**config.mk**
```make
export PLATFORM = sky130hd
export DESIGN_NAME = uart_rx_param
export DESIGN_NICKNAME = d
export VERILOG_FILES = /design/src/rtl/uart_pkg.sv /design/src/rtl/uart_baud_tick.sv /design/src/rtl/uart_rx_param.sv
export SDC_FILE = /design/constraint.sdc
export NUM_CORES = 1
export LEC_CHECK = 0
export BUFFER_PORTS_ARGS = -buffer_cell sky130_fd_sc_hd__clkbuf_2
export CAP_MARGIN = 20
export CORE_MARGIN = 3
export CORE_UTILIZATION = 58
export CTS_CLUSTER_SIZE = 8
export DETAILED_ROUTE_END_ITERATION = 8
export MAX_ROUTING_LAYER = met4
export PLACE_DENSITY = 0.85
export SLEW_MARGIN = 20
export SYNTH_ARGS = -nofsm -noshare
export SYNTH_HDL_FRONTEND = slang
export SYNTH_SLANG_ARGS = --single-unit
export TNS_END_PERCENT = 1
```
**constraint.sdc**
```tcl
create_clock -name clk -period 2.2 [get_ports clk]
set_clock_uncertainty 0.15 [all_clocks]
set_input_delay 0.22 -clock clk [delete_from_list [all_inputs] [get_ports clk]]
set_output_delay 0.22 -clock clk [all_outputs]
set_load 0.05 [all_outputs]
```
**src/rtl/uart_pkg.sv**
```systemverilog
// Shared types and helpers for the parametrised UART blocks.
package uart_pkg;

  typedef enum logic [2:0] {
    S_IDLE,
    S_START,
    S_DATA,
    S_PARITY,
    S_STOP,
    S_DONE
  } state_t;

  localparam int unsigned PAR_NONE = 0;
  localparam int unsigned PAR_ODD  = 1;
  localparam int unsigned PAR_EVEN = 2;

  // Clock cycles per oversampling tick, truncated.
  function automatic int unsigned calc_div(input int unsigned clk_freq,
                                           input int unsigned baud,
                                           input int unsigned oversample);
    return clk_freq / (baud * oversample);
  endfunction

endpackage

```
**src/rtl/uart_baud_tick.sv**
```systemverilog
// Free-running oversampling tick generator with a synchronous clear.
// Emits a one-cycle tick when the counter reaches DIV-1, then wraps to 0.
module uart_baud_tick #(
  parameter int unsigned DIV = 27
) (
  input  logic clk,
  input  logic rst,
  input  logic clr,
  output logic tick
);

  localparam int unsigned CNT_W = (DIV > 1) ? $clog2(DIV) : 1;

  logic [CNT_W-1:0] cnt;

  assign tick = (cnt == CNT_W'(DIV - 1));

  // Divider counter; clr realigns the phase to an external event.
  always_ff @(posedge clk) begin
    if (rst || clr) begin
      cnt <= '0;
    end else if (tick) begin
      cnt <= '0;
    end else begin
      cnt <= cnt + CNT_W'(1);
    end
  end

endmodule

```
**src/rtl/uart_rx_param.sv**
```systemverilog
// Parametrised UART receiver: 2-flop synchroniser, oversampling FSM,
// parity/frame checking and a valid/ready output with overrun detection.
// Optional build macro UART_RX_MAJORITY_EN: each bit is the 2-of-3 majority
// of the samples around mid-bit instead of a single mid-bit sample.
module uart_rx_param
  import uart_pkg::*;
#(
  parameter int unsigned CLK_FREQ   = 50000000,
  parameter int unsigned BAUD       = 115200,
  parameter int unsigned OVERSAMPLE = 16,
  parameter int unsigned DATA_W     = 8,
  parameter int unsigned PARITY     = 0,
  parameter int unsigned STOP_BITS  = 1
) (
  input  logic              clk,
  input  logic              rst,
  input  logic              rxd,
  output logic [DATA_W-1:0] data,
  output logic              data_valid,
  input  logic              data_ready,
  output logic              frame_err,
  output logic              parity_err,
  output logic              overrun
);

  localparam int unsigned DIV   = calc_div(CLK_FREQ, BAUD, OVERSAMPLE);
  localparam int unsigned OS_W  = $clog2(OVERSAMPLE);
  localparam int unsigned BIT_W = 4;
`ifdef UART_RX_MAJORITY_EN
  // Decision moves one tick later so the third majority sample exists.
  localparam int unsigned START_TGT = OVERSAMPLE / 2 + 1;
`else
  localparam int unsigned START_TGT = OVERSAMPLE / 2;
`endif
  localparam logic [OS_W-1:0]  START_LAST = OS_W'(START_TGT - 1);
  localparam logic [OS_W-1:0]  BIT_LAST   = OS_W'(OVERSAMPLE - 1);
  localparam logic [BIT_W-1:0] DATA_LAST  = BIT_W'(DATA_W - 1);
  localparam logic [BIT_W-1:0] STOP_LAST  = BIT_W'(STOP_BITS - 1);
  localparam logic             ODD_PAR    = (PARITY == PAR_ODD);

  state_t              state, state_next;
  logic                rxd_s1, rxd_s2, rxd_s3;
  logic                fall;
  logic                tick, tick_clr;
  logic                bit_done;
  logic                sample_bit;
  logic [OS_W-1:0]     os_cnt;
  logic [BIT_W-1:0]    bit_cnt;
  logic [DATA_W-1:0]   shreg;
  logic                par_err_q, frm_err_q;

  uart_baud_tick #(
    .DIV (DIV)
  ) u_tick (
    .clk  (clk),
    .rst  (rst),
    .clr  (tick_clr),
    .tick (tick)
  );

  // Input synchroniser plus one extra stage for falling-edge detection.
  always_ff @(posedge clk) begin
    if (rst) begin
      rxd_s1 <= 1'b1;
      rxd_s2 <= 1'b1;
      rxd_s3 <= 1'b1;
    end else begin
      rxd_s1 <= rxd;
      rxd_s2 <= rxd_s1;
      rxd_s3 <= rxd_s2;
    end
  end

  assign fall = rxd_s3 & ~rxd_s2;

`ifdef UART_RX_MAJORITY_EN
  logic [1:0] maj_sh;

  // Keep the two previous tick samples; with the current one they span mid-bit.
  always_ff @(posedge clk) begin
    if (rst) begin
      maj_sh <= '1;
    end else if (tick) begin
      maj_sh <= {maj_sh[0], rxd_s2};
    end
  end

  assign sample_bit = (maj_sh[1] & maj_sh[0]) | (maj_sh[1] & rxd_s2) |
                      (maj_sh[0] & rxd_s2);
`else
  assign sample_bit = rxd_s2;
`endif

  assign bit_done = tick && (os_cnt == ((state == S_START) ? START_LAST : BIT_LAST));

  // State register.
  always_ff @(posedge clk) begin
    if (rst) begin
      state <= S_IDLE;
    end else begin
      state <= state_next;
    end
  end

  // Next-state logic; a start edge during DONE goes straight to START.
  always_comb begin
    state_next = state;
    tick_clr   = 1'b0;
    unique case (state)
      S_IDLE: begin
        if (fall) begin
          state_next = S_START;
          tick_clr   = 1'b1;
        end
      end
      S_START: begin
        if (bit_done) begin
          state_next = sample_bit ? S_IDLE : S_DATA;
        end
      end
      S_DATA: begin
        if (bit_done && (bit_cnt == DATA_LAST)) begin
          state_next = (PARITY != PAR_NONE) ? S_PARITY : S_STOP;
        end
      end
      S_PARITY: begin
        if (bit_done) begin
          state_next = S_STOP;
        end
      end
      S_STOP: begin
        if (bit_done && (bit_cnt == STOP_LAST)) begin
          state_next = S_DONE;
        end
      end
      S_DONE: begin
        if (fall) begin
          state_next = S_START;
          tick_clr   = 1'b1;
        end else begin
          state_next = S_IDLE;
        end
      end
      default: state_next = S_IDLE;
    endcase
  end

  // Tick/bit counters, data shifter and per-frame error flags.
  always_ff @(posedge clk) begin
    if (rst) begin
      os_cnt    <= '0;
      bit_cnt   <= '0;
      shreg     <= '0;
      par_err_q <= 1'b0;
      frm_err_q <= 1'b0;
    end else begin
      if (tick_clr) begin
        os_cnt <= '0;
      end else if (tick && (state != S_IDLE) && (state != S_DONE)) begin
        os_cnt <= bit_done ? '0 : os_cnt + OS_W'(1);
      end
      unique case (state)
        S_START: begin
          bit_cnt   <= '0;
          par_err_q <= 1'b0;
          frm_err_q <= 1'b0;
        end
        S_DATA: begin
          if (bit_done) begin
            shreg   <= {sample_bit, shreg[DATA_W-1:1]};
            bit_cnt <= (bit_cnt == DATA_LAST) ? '0 : bit_cnt + BIT_W'(1);
          end
        end
        S_PARITY: begin
          if (bit_done) begin
            par_err_q <= sample_bit != ((^shreg) ^ ODD_PAR);
          end
        end
        S_STOP: begin
          if (bit_done) begin
            if (!sample_bit) begin
              frm_err_q <= 1'b1;
            end
            bit_cnt <= (bit_cnt == STOP_LAST) ? '0 : bit_cnt + BIT_W'(1);
          end
        end
        default: ;
      endcase
    end
  end

  // Output handshake and commit; accept and commit in one cycle reloads data.
  always_ff @(posedge clk) begin
    if (rst) begin
      data       <= '0;
      data_valid <= 1'b0;
      frame_err  <= 1'b0;
      parity_err <= 1'b0;
      overrun    <= 1'b0;
    end else begin
      frame_err  <= 1'b0;
      parity_err <= 1'b0;
      overrun    <= 1'b0;
      if (data_valid && data_ready) begin
        data_valid <= 1'b0;
      end
      if (state == S_DONE) begin
        if (frm_err_q) begin
          frame_err <= 1'b1;
        end else if (data_valid && !data_ready) begin
          overrun <= 1'b1;
        end else begin
          data       <= shreg;
          data_valid <= 1'b1;
          parity_err <= par_err_q;
        end
      end
    end
  end

endmodule

```
==> reports/results.txt, run 1 <==
Run status -> completed
Fin. Hold Viols -> 0
HP Class -> primary input to flip-flop
Global-route wire length before repair -> 5.81 mm
Sequential share of the synthesized area -> 0.445
Clk buf depth -> 2
Placed wire-length estimate -> 2.42 mm
Tmin final -> 2.05 ns
Layout Nets -> 223
Final clock period utilization by the worst path -> 0.933
Post-Syn Area -> 0.00185 sq mm
Max_cap viols -> 0
Most common cell in the synthesized netlist -> dfxtp_1
Peak Freq -> 487 MHz
Root Buffer -> clkbuf_4
Final Setup Violations -> 0
Layout area overhead -> 11.1%
Cell Rows -> 19
Antenna cell count -> 0
Fin cells -> 257
Hold-critical path depth -> 3
Hold_sp -> data_ready
FF-to-FF End -> state[1]
All-Layer GR Usage -> 0.190
Net count after synthesis -> 204
Post-synth EDFFs -> 0
Top Ports -> 16
Critical path endpoint category -> flip-flop
Hold Path End -> overrun
Htree depth -> 2
Critical path peak fanout -> 11
Worst R2R Setup Slack -> 0.15 ns
Element type at the critical path start -> flip-flop
Post-synth top area share -> 0.445
CP max stage delay -> 0.53 ns
Initial Util -> 0.636
Die width -> 62.4 um
Syn Area/Cell -> 9.46 sq um
Top cells by count, synth -> 41 x dfxtp_1, 33 x nor2_1, 20 x mux2i_1
Core Region -> 0.00290 sq mm
Drt via density -> 5.33
Largest net degree at the start of global routing -> 33
DRT Pass-1 Iters -> 4
Crit Path Class -> flip-flop to flip-flop
Unique cell type count in the Yosys netlist -> 42
IO Port Bufs -> 15
Synth warnings -> 0
Die area -> 0.00390 sq mm
CTS tree -> done
Total leakage power -> 0.858 nW
Max-slew violations -> 0
Top FF cell, synth -> dfxtp_1
Vias post-DR -> 1371
Peak VDD IR -> 0.452 mV
CTS Buf Count -> 5
ANT nets after route -> 0
Cell taking the most area after synthesis -> dfxtp_1
Critical path cell sequence -> nor3b_2, xor2_1, and4_1, mux2i_1, nor3_1
Pwr dens -> 586 mW/mm^2
Relative slew slack -> 0.615
Worst skew pair latency -> 0.36 ns
Multi-input combinational cell area -> 977 sq um
Sequential cell area -> 821 sq um
GR Overflow Total -> 0
Post-synthesis sequential element count -> 41
# fillers -> 237
Post-place setup slack -> 0.0221 ns
Slowest cell on crit path -> dfxtp_1
Vias in the first global route -> 1383
Height of the die -> 62.4 um
Drt total wl -> 3.37 mm
Clk sinks -> 41
Measured slew at the worst slew-check pin -> 0.578 ns
Drt wl/cell -> 13.1 um
Worst reg2reg path depth -> 5
Clock-pin slew on the worst setup and hold paths -> 0.12 ns
Placed cell count -> 248
Initial antenna violation count -> 0
Placer congestion estimate -> 0.795
Most area-consuming cells after synthesis -> dfxtp_1 44%, mux2i_1 11%, nor2_1 6.7%
Worst setup margin -> 0.147 ns
# DRC -> 0
Worst endpoint data arrival time -> 2.15 ns
Unrepaired setup endpoints after global routing -> false
Iter 0 DRT Violations -> 88
Delay-heaviest family, CP -> simple AND/OR/NAND/NOR gates
Ratio of cells with drive above 1 in the final layout -> 0.172
Reg2reg start -> state[0]
Worst path required time -> 2.30 ns
Sum Neg Setup Slack -> 0 ns
Mapped Cells -> 195
Async S/R FF share, synth -> 0
WP buf/inv -> 0
Power Total -> 1.20 mW
worst max path at each step:
stage | cells after the start | start | to
after floorplan | 7 | u_tick.cnt[0] | bit_cnt[2]
after global placement | 7 | u_tick.cnt[0] | bit_cnt[2]
after detailed placement | 7 | u_tick.cnt[0] | bit_cnt[2]
after CTS | 7 | u_tick.cnt[0] | bit_cnt[2]
after global routing | 7 | u_tick.cnt[0] | bit_cnt[2]
final | 5 | state[0] | state[1]
what timing repair did:
action                                 CTS  global route
gates cloned                             0             0
setup endpoints to repair                1             2
hold buffers                             1             0
pin swaps                                0             0
endpoints found under the hold margin    1             0
buffers inserted                         0             0
gates resized for setup                  1             1
layout make-up:
cell class	instances	area share
inverters	5	0.00916
multi-input cells	141	0.477
flip-flops and latches	41	0.400
repair buffers	20	0.0562
clock inverters	2	0.00672
well taps	42	0.0256
clock buffers	6	0.0250
logic make-up (layout without fill, tap and decap cells):
kind of cell,Yosys count,in the layout,synth area share
muxes,20,20,0.108
and+or+nand+nor,79,79,0.231
xor gates and xnor gates,14,14,0.0739
adders and majority gates,5,5,0.0339
AOI/OAI and AO/OA,23,23,0.0746
DFF,41,41,0.445
buffers and inverters,13,33,0.0339
report_power, final:
| group | internal, mW | switching [mW] | leakage (nW) |
|---|---|---|---|
| Sequential | 0.750 | 0.00951 | 0.331 |
| Clock | 0.156 | 0.241 | 0.0382 |
| Combinational | 0.0194 | 0.0256 | 0.488 |
registers in the layout, indices dropped and copies added, names as in the netlist:
register and count:
frame_err 1, par_err_q 1, state 3, bit_cnt 4
u_tick.cnt 5, frm_err_q 1, os_cnt 4, shreg 8
data_valid 1, parity_err 1, data 8, overrun 1
rxd_s2 1, rxd_s3 1, rxd_s1 1
cell usage in the layout, fill, tap and decap left out, drive strengths merged, types with 2 or more instances in the layout:
cell / n
dfxtp: 41
nand2: 6
o21ai: 5
a21oi: 10
buf: 4
nand4: 3
clkinv: 2
ha: 5
nand3: 4
nor3b: 5
clkbuf: 21
nor3: 2
xor2: 5
inv: 5
or4: 2
mux2i: 20
nand2b: 4
and2: 2
nor2: 34
or2: 5
xnor2: 8
a21o: 2
or3b: 2
nor2b: 4
through the flow:
stage                     hold slack [ns]  area, sq um  utilization
after floorplan                     0.147         1850            -
after global placement              0.242         1960        0.676
after detailed placement            0.248         1960        0.676
after CTS                          0.0252         2040        0.704
after global routing               0.0375         2050        0.707
final                              0.0306         2050        0.707
worst reg2reg max path: stages (launching register included):
cell,delay (ns)
dfxtp_1,0.53
nor3b_2,0.44
xor2_1,0.26
and4_1,0.29
mux2i_1,0.22
nor3_1,0.07
per-layer routing:
layer / vias to the layer above / global-route usage / wire length (um)
li1: 702 / - / -
met1: 641 / 0.206 / 1460
met2: 21 / 0.330 / 1740
met3: 7 / 0.0432 / 100
met4: 0 / 0.0882 / 74
met5: - / - / 0
Power figures use the tool's default switching activity.
==> run 2: changes to the inputs <==
Settings changed: SETUP_SLACK_MARGIN set to 0.15.
==> reports/results.txt, run 2 (synthesis results as in run 1) <==
HP Class -> primary input to flip-flop
Sequential cell area -> 821 sq um
All-Layer GR Usage -> 0.190
# fillers -> 230
Most frequent cells in the layout -> 41 x dfxtp_1, 33 x nor2_1, 20 x mux2i_1, 15 x clkbuf_2, 10 x a21oi_1
Most common cell after layout, fill and taps aside -> dfxtp_1
GRT busiest layer -> met2
Worst path required time -> 2.34 ns
Multi-input combinational cell area -> 991 sq um
Largest net degree at the start of global routing -> 33
Iter 0 DRT Violations -> 68
Measured slew at the worst slew-check pin -> 0.417 ns
Top Ports -> 16
Vias post-DR -> 1397
Element type at the critical path start -> flip-flop
DRT Pass-1 Iters -> 4
Routing usage on met2 -> 0.332
Clk buf depth -> 2
Tmin final -> 2.05 ns
Delay-heaviest family, CP -> simple AND/OR/NAND/NOR gates
Layout Nets -> 223
Drt wl/cell -> 13.5 um
Fin. Hold Viols -> 0
Critical path peak fanout -> 6
GR Overflow Total -> 0
Die width -> 62.4 um
Relative slew slack -> 0.720
Initial Util -> 0.636
CTS Buf Count -> 5
Placed wire-length estimate -> 2.42 mm
Run status -> completed
Cell Rows -> 19
Hold WS -> 0.0495 ns
Total leakage power -> 0.856 nW
# DRC -> 0
Die area -> 0.00390 sq mm
Final Setup Violations -> 0
Clk sinks -> 41
Layout area overhead -> 11.8%
Htree depth -> 2
CTS tree -> done
Met1 GRT Util -> 0.206
Placer congestion estimate -> 0.795
Height of the die -> 62.4 um
Grt met3 use -> 0.0432
Drt via density -> 5.44
Clock-pin slew on the worst setup and hold paths -> 0.12 ns
Pwr dens -> 584 mW/mm^2
Max-slew violations -> 0
IO Port Bufs -> 15
Unrepaired setup endpoints after global routing -> true
Final clock period utilization by the worst path -> 0.933
Largest regs -> data (8), shreg (8), u_tick.cnt (5)
Drt total wl -> 3.48 mm
Antenna cell count -> 0
Slowest cell on crit path -> or4_1
Sum Neg Setup Slack -> 0 ns
Vias in the first global route -> 1386
ANT nets after route -> 0
Core Region -> 0.00290 sq mm
Worst R2R Setup Slack -> 0.15 ns
WP buf/inv -> 1
Initial antenna violation count -> 0
Ratio of cells with drive above 1 in the final layout -> 0.181
Worst skew pair latency -> 0.35 ns
Root Buffer -> clkbuf_4
Critical path cell sequence -> inv_1, ha_1, and4b_1, and3_4, a31oi_4, or4_1, a21oi_1
Critical path endpoint category -> flip-flop
Crit Path Class -> flip-flop to flip-flop
Peak VDD IR -> 0.451 mV
Max_cap viols -> 0
Peak Freq -> 487 MHz
CP max stage delay -> 0.51 ns
Worst endpoint data arrival time -> 2.20 ns
Global-route wire length before repair -> 5.81 mm
## run 2: cell count changes in the layout (fill, tap and decap cells not counted)
| cell | change |
|---|---|
| a2111oi_1 | -1 |
| a2111oi_2 | +1 |
| nand2b_1 | -1 |
| nand2b_2 | +1 |
| nor3b_2 | -1 |
| nor3b_4 | +1 |
## run 2: worst min-delay path, cell delays in order
cell and delay, ns:
clkbuf_2 0.08, nand2b_1 0.17, nor3_1 0.06
## run 2: final timing paths
| path | from | endpoint | cells past startpoint |
|---|---|---|---|
| min reg2reg | rxd_s1 | rxd_s2 | 1 |
| max reg2reg | u_tick.cnt[0] | bit_cnt[3] | 7 |
| min | data_ready | overrun | 3 |
| max | u_tick.cnt[0] | bit_cnt[3] | 7 |
## run 2: stage by stage
step	instances	setup slack [ns]	utilization	area, sq um	power [mW]
floorplan	195	0.253	-	1850	0.807
global placement	248	0.172	0.676	1960	0.814
detailed placement	248	0.0221	0.676	1960	0.819
CTS	257	0.142	0.707	2050	1.22
global route	257	0.0130	0.711	2060	1.26
finish	257	0.147	0.711	2060	1.21
## run 2: power by group
group / leakage (nW) / internal (mW) / switching, mW / total [mW]
combinational: 0.486 / 0.0203 / 0.0265 / 0.0468
clock: 0.0382 / 0.156 / 0.243 / 0.399
sequential: 0.331 / 0.750 / 0.00968 / 0.760
total: 0.856 / 0.926 / 0.279 / 1.21
## run 2: timing repair
| action | CTS | global route |
|---|---|---|
| buffers inserted | 0 | 0 |
| hold buffers | 1 | 0 |
| hold endpoints to repair | 1 | 0 |
| setup endpoints to repair | 2 | 15 |
| gates resized for setup | 2 | 3 |
| cloned | 0 | 0 |
## run 2: layout make-up
| type | count | area share |
|---|---|---|
| clock buffers | 6 | 0.0249 |
| clock inverters | 2 | 0.00667 |
| inverters | 5 | 0.00910 |
| multi-input cells | 141 | 0.480 |
| flip-flops and latches | 41 | 0.398 |
| well taps | 42 | 0.0255 |
| repair buffers | 20 | 0.0558 |
## run 2: metal layers
metal	wire (um)	vias to the layer above
met5	0	-
met4	58	0
met3	99	7
met2	1840	23
met1	1470	662
li1	-	705
